[config.mk]
export PLATFORM = sky130hd
export DESIGN_NAME = sonic_ranger
export DESIGN_NICKNAME = d
export VERILOG_FILES = /design/src/rtl/sonic_pkg.sv /design/src/rtl/sonic_echo_sync.sv /design/src/rtl/sonic_ranger.sv
export SDC_FILE = /design/constraint.sdc
export NUM_CORES = 1
export LEC_CHECK = 0
export CORE_MARGIN = 1
export CORE_UTILIZATION = 54
export CTS_BUF_LIST = sky130_fd_sc_hd__clkbuf_4
export CTS_CLUSTER_SIZE = 12
export DETAILED_ROUTE_END_ITERATION = 8
export PLACE_DENSITY = 0.79
export SYNTH_ARGS = -nofsm -noshare
export SYNTH_HDL_FRONTEND = slang
export SYNTH_HIERARCHICAL = 1
export SYNTH_SLANG_ARGS = --single-unit
[constraint.sdc]
create_clock -name clk -period 3.4 [get_ports clk]
set_clock_uncertainty 0.15 [all_clocks]
set_input_delay 0.68 -clock clk [delete_from_list [all_inputs] [get_ports clk]]
set_output_delay 0.68 -clock clk [all_outputs]
set_load 0.05 [all_outputs]
[src/rtl/sonic_pkg.sv]
// -----------------------------------------------------------------------------
// sonic_pkg
// Shared definitions for the HC-SR04 ultrasonic ranger.
//   - state_t       : ranging FSM state encoding
//   - DEF_*         : default timing constants for a 50 MHz system clock
//   - FILTER_DEPTH  : consecutive equal samples the optional echo glitch
//                     filter needs before its output changes
//   - CNT_W / SUB_W : counter widths
// -----------------------------------------------------------------------------
package sonic_pkg;

    typedef enum logic [2:0] {
        IDLE,
        TRIG,
        WAIT_ECHO,
        ECHO,
        HOLDOFF
    } state_t;

    // Defaults at 50 MHz.
    localparam int DEF_TRIG_CYCLES    = 500;        // 10 us trig pulse
    localparam int DEF_CYCLES_PER_MM  = 291;        // 2 * 50e6 / 343000
    localparam int DEF_TIMEOUT_CYCLES = 2_000_000;  // 40 ms echo limit
    localparam int DEF_HOLDOFF_CYCLES = 3_000_000;  // 60 ms ping spacing
    localparam int DEF_MAX_MM         = 4000;       // saturation / no echo

    localparam int FILTER_DEPTH = 4;

    localparam int CNT_W = 22;  // trig width, timeout and holdoff counting
    localparam int SUB_W = 9;   // clocks-within-one-millimetre counter

endpackage

[src/rtl/sonic_echo_sync.sv]
// -----------------------------------------------------------------------------
// sonic_echo_sync
// Brings the asynchronous sensor echo pin into the clock domain and produces
// a clean level plus one-cycle edge strobes.
//
// Optional feature macro: SONIC_ECHO_FILTER_EN
//   defined   : a glitch filter follows the 2-flop synchroniser; the output
//               level changes only after FILTER_DEPTH consecutive equal
//               samples, so shorter pulses are dropped.
//   undefined : the output follows the synchronised echo directly.
//
// Ports:
//   clk        in   system clock
//   rst        in   asynchronous active-high reset
//   echo_async in   raw echo pin
//   level      out  filtered / synchronised echo level
//   rise       out  one-cycle strobe: level is going high at this edge
//   fall       out  one-cycle strobe: level is going low at this edge
// -----------------------------------------------------------------------------
module sonic_echo_sync
    import sonic_pkg::*;
(
    input  logic clk,
    input  logic rst,
    input  logic echo_async,
    output logic level,
    output logic rise,
    output logic fall
);

    logic sync1;
    logic sync2;
    logic level_q;
    logic change;

    // NOTE: every clocked register below uses non-blocking assignment so all
    // flops sample their inputs from the same pre-edge values.
    always_ff @(posedge clk or posedge rst) begin
        if (rst) begin
            sync1 <= 1'b0;
            sync2 <= 1'b0;
        end else begin
            sync1 <= echo_async;
            sync2 <= sync1;
        end
    end

`ifdef SONIC_ECHO_FILTER_EN
    // Count how many consecutive samples have disagreed with the current
    // output; the change is accepted on the FILTER_DEPTH-th one.
    localparam logic [1:0] RUN_LAST = 2'(FILTER_DEPTH - 1);

    logic [1:0] run_cnt;

    always_ff @(posedge clk or posedge rst) begin
        if (rst) begin
            run_cnt <= '0;
        end else if (sync2 != level_q && run_cnt != RUN_LAST) begin
            run_cnt <= run_cnt + 2'd1;
        end else begin
            run_cnt <= '0;
        end
    end

    assign change = (sync2 != level_q) && (run_cnt == RUN_LAST);
`else
    assign change = (sync2 != level_q);
`endif

    // The strobes are decoded from the update condition rather than from a
    // delayed copy of the level, so the consumer sees the edge in the same
    // cycle the level register takes it (no extra clock of latency).
    always_ff @(posedge clk or posedge rst) begin
        if (rst) begin
            level_q <= 1'b0;
        end else if (change) begin
            level_q <= sync2;
        end
    end

    assign level = level_q;
    assign rise  = change &  sync2;
    assign fall  = change & ~sync2;

endmodule

[src/rtl/sonic_ranger.sv]
// -----------------------------------------------------------------------------
// sonic_ranger
// Responder side of the ultrasonic ranging handshake. On a level request it
// fires a TRIG_CYCLES-wide trig pulse at the HC-SR04, acknowledges with
// triggerSuc, times the echo pulse and converts it to millimetres by
// repeated counting, then reports the result with a one-cycle valid pulse.
// A holdoff period enforces the sensor's minimum ping spacing.
//
// Optional feature macro: SONIC_ECHO_FILTER_EN (echo glitch filter inside
// sonic_echo_sync; raises the echo-fall to valid latency from 3 to 6 clocks).
//
// Ports:
//   clk         in   system clock
//   rst         in   asynchronous active-high reset
//   trigger     in   level measurement request (sampled only in IDLE)
//   triggerSuc  out  one-cycle pulse: trig pulse delivered
//   valid       out  one-cycle pulse: distance updated
//   distance    out  [31:0] last range in mm, held between valid pulses
//   sonic_trig  out  sensor trig pin
//   sonic_echo  in   sensor echo pin (asynchronous)
// -----------------------------------------------------------------------------
module sonic_ranger
    import sonic_pkg::*;
#(
    parameter int TRIG_CYCLES    = DEF_TRIG_CYCLES,
    parameter int CYCLES_PER_MM  = DEF_CYCLES_PER_MM,
    parameter int TIMEOUT_CYCLES = DEF_TIMEOUT_CYCLES,
    parameter int HOLDOFF_CYCLES = DEF_HOLDOFF_CYCLES,
    parameter int MAX_MM         = DEF_MAX_MM
) (
    input  logic        clk,
    input  logic        rst,
    input  logic        trigger,
    output logic        triggerSuc,
    output logic        valid,
    output logic [31:0] distance,
    output logic        sonic_trig,
    input  logic        sonic_echo
);

    localparam logic [CNT_W-1:0] TRIG_LAST    = CNT_W'(TRIG_CYCLES - 1);
    localparam logic [CNT_W-1:0] TIMEOUT_LAST = CNT_W'(TIMEOUT_CYCLES - 1);
    localparam logic [CNT_W-1:0] HOLD_LAST    = CNT_W'(HOLDOFF_CYCLES - 1);
    localparam logic [SUB_W-1:0] SUB_LAST     = SUB_W'(CYCLES_PER_MM - 1);
    localparam logic [31:0]      MAX_D        = 32'(MAX_MM);

    state_t state, state_nx;

    // One phase counter serves the trig width, the timeout (which runs
    // uninterrupted from WAIT_ECHO entry through ECHO) and the holdoff.
    logic [CNT_W-1:0] cnt, cnt_nx;
    logic [SUB_W-1:0] sub, sub_nx, sub_base;
    logic [31:0]      acc, acc_nx, acc_base;
    logic             tick;

    logic             trig_nx, suc_nx, valid_nx;
    logic [31:0]      dist_nx;

    logic echo_level, echo_rise, echo_fall;

    sonic_echo_sync u_echo_sync (
        .clk        (clk),
        .rst        (rst),
        .echo_async (sonic_echo),
        .level      (echo_level),
        .rise       (echo_rise),
        .fall       (echo_fall)
    );

    always_ff @(posedge clk or posedge rst) begin
        if (rst) begin
            state      <= IDLE;
            cnt        <= '0;
            sub        <= '0;
            acc        <= '0;
            sonic_trig <= 1'b0;
            triggerSuc <= 1'b0;
            valid      <= 1'b0;
            distance   <= '0;
        end else begin
            state      <= state_nx;
            cnt        <= cnt_nx;
            sub        <= sub_nx;
            acc        <= acc_nx;
            sonic_trig <= trig_nx;
            triggerSuc <= suc_nx;
            valid      <= valid_nx;
            distance   <= dist_nx;
        end
    end

    // NOTE: every signal driven here gets a default first, so no path through
    // the case statement can leave one unassigned and infer a latch.
    always_comb begin
        state_nx = state;
        cnt_nx   = cnt + 1'b1;
        sub_nx   = sub;
        acc_nx   = acc;
        sub_base = sub;
        acc_base = acc;
        tick     = 1'b0;
        trig_nx  = 1'b0;
        suc_nx   = 1'b0;
        valid_nx = 1'b0;
        dist_nx  = distance;

        case (state)
            IDLE: begin
                cnt_nx = '0;
                if (trigger) begin
                    state_nx = TRIG;
                    trig_nx  = 1'b1;
                end
            end

            TRIG: begin
                trig_nx = 1'b1;
                if (cnt == TRIG_LAST) begin
                    state_nx = WAIT_ECHO;
                    trig_nx  = 1'b0;
                    suc_nx   = 1'b1;
                    cnt_nx   = '0;
                end
            end

            WAIT_ECHO: begin
                if (cnt == TIMEOUT_LAST) begin
                    state_nx = HOLDOFF;
                    dist_nx  = MAX_D;
                    valid_nx = 1'b1;
                    cnt_nx   = {{(CNT_W-1){1'b0}}, 1'b1};
                end else if (echo_rise) begin
                    // The rise edge is itself the first echo-high clock.
                    state_nx = ECHO;
                    sub_base = '0;
                    acc_base = '0;
                    tick     = 1'b1;
                end
            end

            ECHO: begin
                // Echo fall takes priority over a coincident timeout.
                if (echo_fall) begin
                    state_nx = HOLDOFF;
                    dist_nx  = acc;
                    valid_nx = 1'b1;
                    cnt_nx   = {{(CNT_W-1){1'b0}}, 1'b1};
                end else if (cnt == TIMEOUT_LAST) begin
                    state_nx = HOLDOFF;
                    dist_nx  = MAX_D;
                    valid_nx = 1'b1;
                    cnt_nx   = {{(CNT_W-1){1'b0}}, 1'b1};
                end else if (echo_level) begin
                    tick = 1'b1;
                end
            end

            HOLDOFF: begin
                // The result cycle counts as the first holdoff clock, so the
                // next trig can start exactly HOLDOFF_CYCLES after valid.
                if (cnt >= HOLD_LAST) begin
                    state_nx = IDLE;
                    cnt_nx   = '0;
                end
            end

            default: begin
                state_nx = IDLE;
                cnt_nx   = '0;
            end
        endcase

        // Millimetre conversion without a divider: every CYCLES_PER_MM
        // echo-high clocks bump the accumulator, which saturates at MAX_MM.
        if (tick) begin
            if (sub_base == SUB_LAST) begin
                sub_nx = '0;
                acc_nx = (acc_base >= MAX_D) ? MAX_D : acc_base + 32'd1;
            end else begin
                sub_nx = sub_base + 1'b1;
                acc_nx = acc_base;
            end
        end
    end

endmodule
-- Word-level counts from Yosys, hierarchy flattened
Index checks and enable logic that the tools add are counted.
- word-level logic and storage cells: 74
- flip-flop bits (word level): 104
- add/subtract/negate cells: 3
- equality and inequality tests: 13
- multiplexer cells: 39
- bitwise logic cells: 3
- reduce and logical (&&, ||, !) cells: 3
- magnitude comparators: 2
- operators with widths (kind ; number):
    2-to-1 mux 32 bit ; 7
    2-to-1 mux 22 bit ; 4
    case mux 22 bit (4 select lines) ; 1
    case mux 32 bit (2 select lines) ; 1
    2-to-1 mux 9 bit ; 4
    adder 32 x 1 -> 32 bit, second input constant ; 1
    >= comparator 32 x 12 -> 1 bit, second input constant ; 1
    adder 22 x 1 -> 22 bit, second input constant ; 1
    equality test 22 x 21 -> 1 bit, second input constant ; 1
    equality test 22 x 9 -> 1 bit, second input constant ; 1
    >= comparator 22 bit, second input constant ; 1
    2-to-1 mux 3 bit ; 7
    case mux 3 bit (5 select lines) ; 1
    2-to-1 mux 1 bit ; 11
    adder 9 x 1 -> 9 bit, second input constant ; 1
    equality test 9 bit, second input constant ; 1
    equality test 3 x 2 -> 1 bit, second input constant ; 2
    != test 2 bit, second input constant ; 3
    != test 3 bit, second input constant ; 2
    case mux 1 bit (2 select lines) ; 3
    AND reduction 5 bit ; 1
    equality test 3 x 1 -> 1 bit, second input constant ; 1
    equality test 3 bit, second input constant ; 1
    zero test 3 bit ; 1
    4 further kinds ; 5

-- Longest topological paths before layout
- word-level depth: 8
- gate-level depth with buffers: 15
- mapped depth without buffers: 13

-- Cells and area by module
Netlist, hierarchy kept.
- modules (own cells, without submodules) (module ; instances ; cells an instance ; area an instance (um2)):
    sonic_ranger ; 1 ; 440 ; 4692.0
    sonic_echo_sync ; 1 ; 9 ; 126.4

-- Least setup slack after synthesis
OpenSTA, ideal clock, no wires.
- path kind: flip-flop to flip-flop
- from: reg cnt[9]
- to: reg acc[4]
- data required time: 3.115 ns
- buffers on the path: 3
- path slack: 0.104 ns
- cell stages (with the launch flop): 14
- arrival time: 3.012 ns
- library setup time: 0.135 ns
- cell sequence: dfrtp_1 > or4_4 > nor3_4 > a21o_1 > buf_4 > buf_4 > and2_1 > ha_1 > nand4bb_1 > or2_2 > clkbuf_1 > o21a_1 > o211ai_1 > o211ai_1
- longest elaborated chain between the ends: 6
- ends and longest elaborated chain (item ; line ; source):
    start: declaration ; sonic_ranger.sv:51 ; logic [CNT_W-1:0] cnt, cnt_nx;
    start signal: assignment ; sonic_ranger.sv:82 ; cnt <= cnt_nx;
    equality test 22 x 21 -> 1 bit (*) ; sonic_ranger.sv:127, sonic_ranger.sv:148 ;
    2-to-1 mux 32 bit ; sonic_ranger.sv:127 ; if (cnt == TIMEOUT_LAST) begin
    2-to-1 mux 32 bit ; sonic_ranger.sv:107 ; case (state)
    adder 32 x 1 -> 32 bit / >= comparator 32 x 12 -> 1 bit (equally long branches) ; sonic_ranger.sv:178 ; acc_nx = (acc_base >= MAX_D) ? MAX_D : acc_base + 32'd1;
    2-to-1 mux 32 bit ; sonic_ranger.sv:178 ;
    2-to-1 mux 32 bit ; sonic_ranger.sv:176 ; if (sub_base == SUB_LAST) begin
    end signal: assignment ; sonic_ranger.sv:84 ; acc <= acc_nx;
    end: declaration ; sonic_ranger.sv:53 ; logic [31:0] acc, acc_nx, acc_base;
Every way passes the cells marked *; elsewhere a longest branch is shown, timed or not.
A chain may end at the register's enable or synchronous reset.

-- Worst setup path after layout
- from: reg cnt[9]
- to: reg acc[7]
The elaborated chain is that of the path after synthesis.

==> run metrics <==
stage delay of the slowest cell on the critical path=0.55 ns; Vert. Die Dim=96.5 um; WP buf/inv=0; commonest register cell after synthesis=sky130_fd_sc_hd__dfrtp_1; depth of the critical timing path with buffers and inverters included=10; die extent in x=96.5 um; part of the total power dissipated in sequential elements=0.650; Final period util=0.953; post-synthesis share of cell area spent on full adders, half adders and majority gates=0.0182; main combinational cell family by area after synthesis=compound AO/OA/AOI/OAI gates; Rel. slew slack=0.286; Crit path max-delay family=simple AND/OR/NAND/NOR gates; synthesized area=4820 um2; Avg Inst Size Synth=10.7 um2; final hold viol count=0; drt pass-1 iters=5; leakage power figure=~2.4 nW; main area contributors after synthesis=sky130_fd_sc_hd__dfrtp_1 54%, sky130_fd_sc_hd__a22o_1 4.7%, sky130_fd_sc_hd__a21boi_0 3.6%; Worst Path Max Fanout=6; source of the worst register-to-register timing path=cnt[9]; Net count, final=500; critical path startpoint=cnt[9]; All-Layer GR Usage=0.233; Max clock buf depth=2; sequential share of the synthesized area=0.540; area share of and/or/nand/nor cells after synthesis=0.172; vias in the first global route=3427; residual antenna-violating net count after detailed routing=0; endpoint of the worst setup timing path=acc[7]; number of DRC markers in iteration 0=216; Async S/R FF share, synth=1.00; top library cells by usage in the layout, fill and taps aside=104 x sky130_fd_sc_hd__dfrtp_1, 38 x sky130_fd_sc_hd__clkdlybuf4s50_1, 36 x sky130_fd_sc_hd__nand2_1; final worst path period need=between 3 and 4 ns; max_cap viols=0; setup slack, reg-to-reg=0.16 ns; clock root buffer=sky130_fd_sc_hd__clkbuf_4; initial antenna violation count=0; critical register-to-register path endpoint=acc[7]; cts bufs inserted=9; average via count per standard cell=6.13; Setup Viol. Count Final=0; fraction of power spent switching nets=0.252; I/O Pins=39; pin count of the biggest net entering global routing=~100; CP arrival=3.45 ns; grt ovf=0; worst endpoint required time=3.61 ns; FF-to-FF path depth=10; Clock H-tree levels=3; Cells after Synth=449; leading cell type in the layout, fill and taps excluded=sky130_fd_sc_hd__dfrtp_1; first-pass GRT wire length=16500 um; part of the power in combinational logic=0.035; type of the most critical hold path=reg -> reg; synth-to-layout area growth=13.7%; power spent charging and discharging nets=0.485 mW; worst slack on hold paths=0.221 ns; element type at the critical path start=flop; Distinct cells, synth=60; initial core utilization=0.555; kind of critical path=reg -> reg; Rows=34; RSZ-0062 raised after global routing=no; Clock power frac=0.316; Core Footprint=roughly 8700 um2; fraction of post-synthesis cell area in the top cell type by area=0.540; final WL=10100 um; die area=around 9300 um2; number of flops mapped to enable cells by yosys=0; run status=finished clean; layout cell share with drive strength beyond 1=0.0992; Final Max Slew Viols=0; highest achievable clock rate=slightly above 300 MHz; number of synthesized register bits=104; Mapped Nets=460; Worst path slowest cell=sky130_fd_sc_hd__or4_4; post-synthesis compound-gate area fraction=0.193; PD cells=352 nW/um2; routed length per placed instance=~17 um; internal power=around 1.4 mW; Warnings, synthesis=6; CTS tree=built; Detail Placement HPWL=6780 um; setup total negative slack=0 ns; diode insertion count for antenna repair=0; element type at the critical path end=flop; clk slew on worst S/H paths=0.18 ns; portion of netlist area occupied by mux cells=0.00312; clk_lat worst skew=around 0.46 ns; xor and xnor fraction of the mapped netlist area=0.0364; actual slew at the worst max-slew pin=~1.1 ns; drt drc=0; largest area contributor in the synthesized netlist=sky130_fd_sc_hd__dfrtp_1; Cell Chain, Critical Path=or4_4 > nor3_4 > a21o_1 > and2_1 > ha_1 > nand4bb_2 > nor3_1 > o21ai_0 > and2_1 > a211oi_1; Clock Sink Count=roughly 100; Most Frequent Cell on Critical Path=sky130_fd_sc_hd__and2_1; final estimated routing congestion in global placement=0.894; total number of vias=3690; quantity of I/O buffers inserted on ports=38; worst voltage drop across the vdd grid=0.214 mV
==> area by class of cell <==
cell class	count	area, um2
inverters	20	78.8
multi-input cells	306	2060
clock inverters	7	60.1
well taps	108	135
fillers	712	3200
clock buffers	9	67.6
flip-flops and latches	104	2600
repair buffers	48	468
==> sequential cells by signal (all words and copies together), names as in the netlist <==
name               flops
triggerSuc             1
distance              32
u_echo_sync/sync1      1
cnt                   22
sonic_trig             1
u_echo_sync/level      1
sub                    9
u_echo_sync/sync2      1
acc                   32
state                  3
valid                  1
==> power by group through the flow <==
stage	registers (mW)	clock network (mW)	logic, mW
floorplan	1.27	0	0.0513
global placement	1.27	0	0.0677
detailed placement	1.27	0	0.0696
CTS	1.25	0.623	0.0699
global route	1.25	0.670	0.0780
finish	1.25	0.608	0.0672
==> layer usage <==
layer / track usage / share of wire / vias up
met1: 0.328 / 0.46 / 1846
met3: 0.0469 / 0.051 / 22
met4: 0.0870 / 0.020 / 0
li1: - / - / 1718
met2: 0.357 / 0.47 / 104
met5: 0 / 0 / -
==> cell usage after synthesis, types with 7 or more instances <==
cell type,count
sky130_fd_sc_hd__o22a_1,7
sky130_fd_sc_hd__o211ai_1,9
sky130_fd_sc_hd__a21boi_0,23
sky130_fd_sc_hd__xnor2_1,15
sky130_fd_sc_hd__ha_1,7
sky130_fd_sc_hd__o21ai_0,11
sky130_fd_sc_hd__nand3_1,14
sky130_fd_sc_hd__and2_1,8
sky130_fd_sc_hd__nor4_1,12
sky130_fd_sc_hd__clkbuf_1,11
sky130_fd_sc_hd__a21oi_1,12
sky130_fd_sc_hd__inv_1,19
sky130_fd_sc_hd__nand2_1,36
sky130_fd_sc_hd__a22o_1,26
sky130_fd_sc_hd__nor2_1,36
sky130_fd_sc_hd__nor3_1,7
sky130_fd_sc_hd__dfrtp_1,104
sky130_fd_sc_hd__nand4_1,9
==> timing repair <==
action / 4_1_cts / 5_1_grt
hold buffers: 0 / 0
setup endpoints to repair: 0 / 25
setup buffers: 0 / 1
gates resized for setup: 0 / 4
==> stage by stage <==
step	utilization	std cells	worst slack (ns)	power, mW	area, um2
floorplan	-	449	0.104	1.32	4820
global placement	0.613	585	0.348	1.34	5320
detailed placement	0.613	585	0.148	1.34	5320
CTS	0.628	601	0.0988	1.94	5450
global route	0.631	602	0.0170	2.00	5480
finish	0.631	602	0.160	1.93	5480
==> worst min path at each step <==
| stage | start | end | slack [ns] | cells after the start |
|---|---|---|---|---|
| after floorplan | u_echo_sync/sync1 | u_echo_sync/sync2 | 0.18 | 0 |
| after global placement | u_echo_sync/sync1 | u_echo_sync/sync2 | 0.19 | 0 |
| after detailed placement | u_echo_sync/sync1 | u_echo_sync/sync2 | 0.19 | 0 |
| after CTS | u_echo_sync/sync1 | u_echo_sync/sync2 | 0.22 | 0 |
| after global routing | u_echo_sync/sync1 | u_echo_sync/sync2 | 0.23 | 0 |
| final | u_echo_sync/sync1 | u_echo_sync/sync2 | 0.22 | 0 |
==> cells by family (layout without fill, tap and decap cells) <==
kind of cell	after synthesis	after routing
flip-flops	104	104
AND/OR/NAND/NOR	155	155
XOR/XNOR	20	20
AO/OA/AOI/OAI	123	123
adder cells (fa/ha/maj)	7	7
buffers and inverters	39	84
multiplexers	1	1
Power figures use the tool's default switching activity.
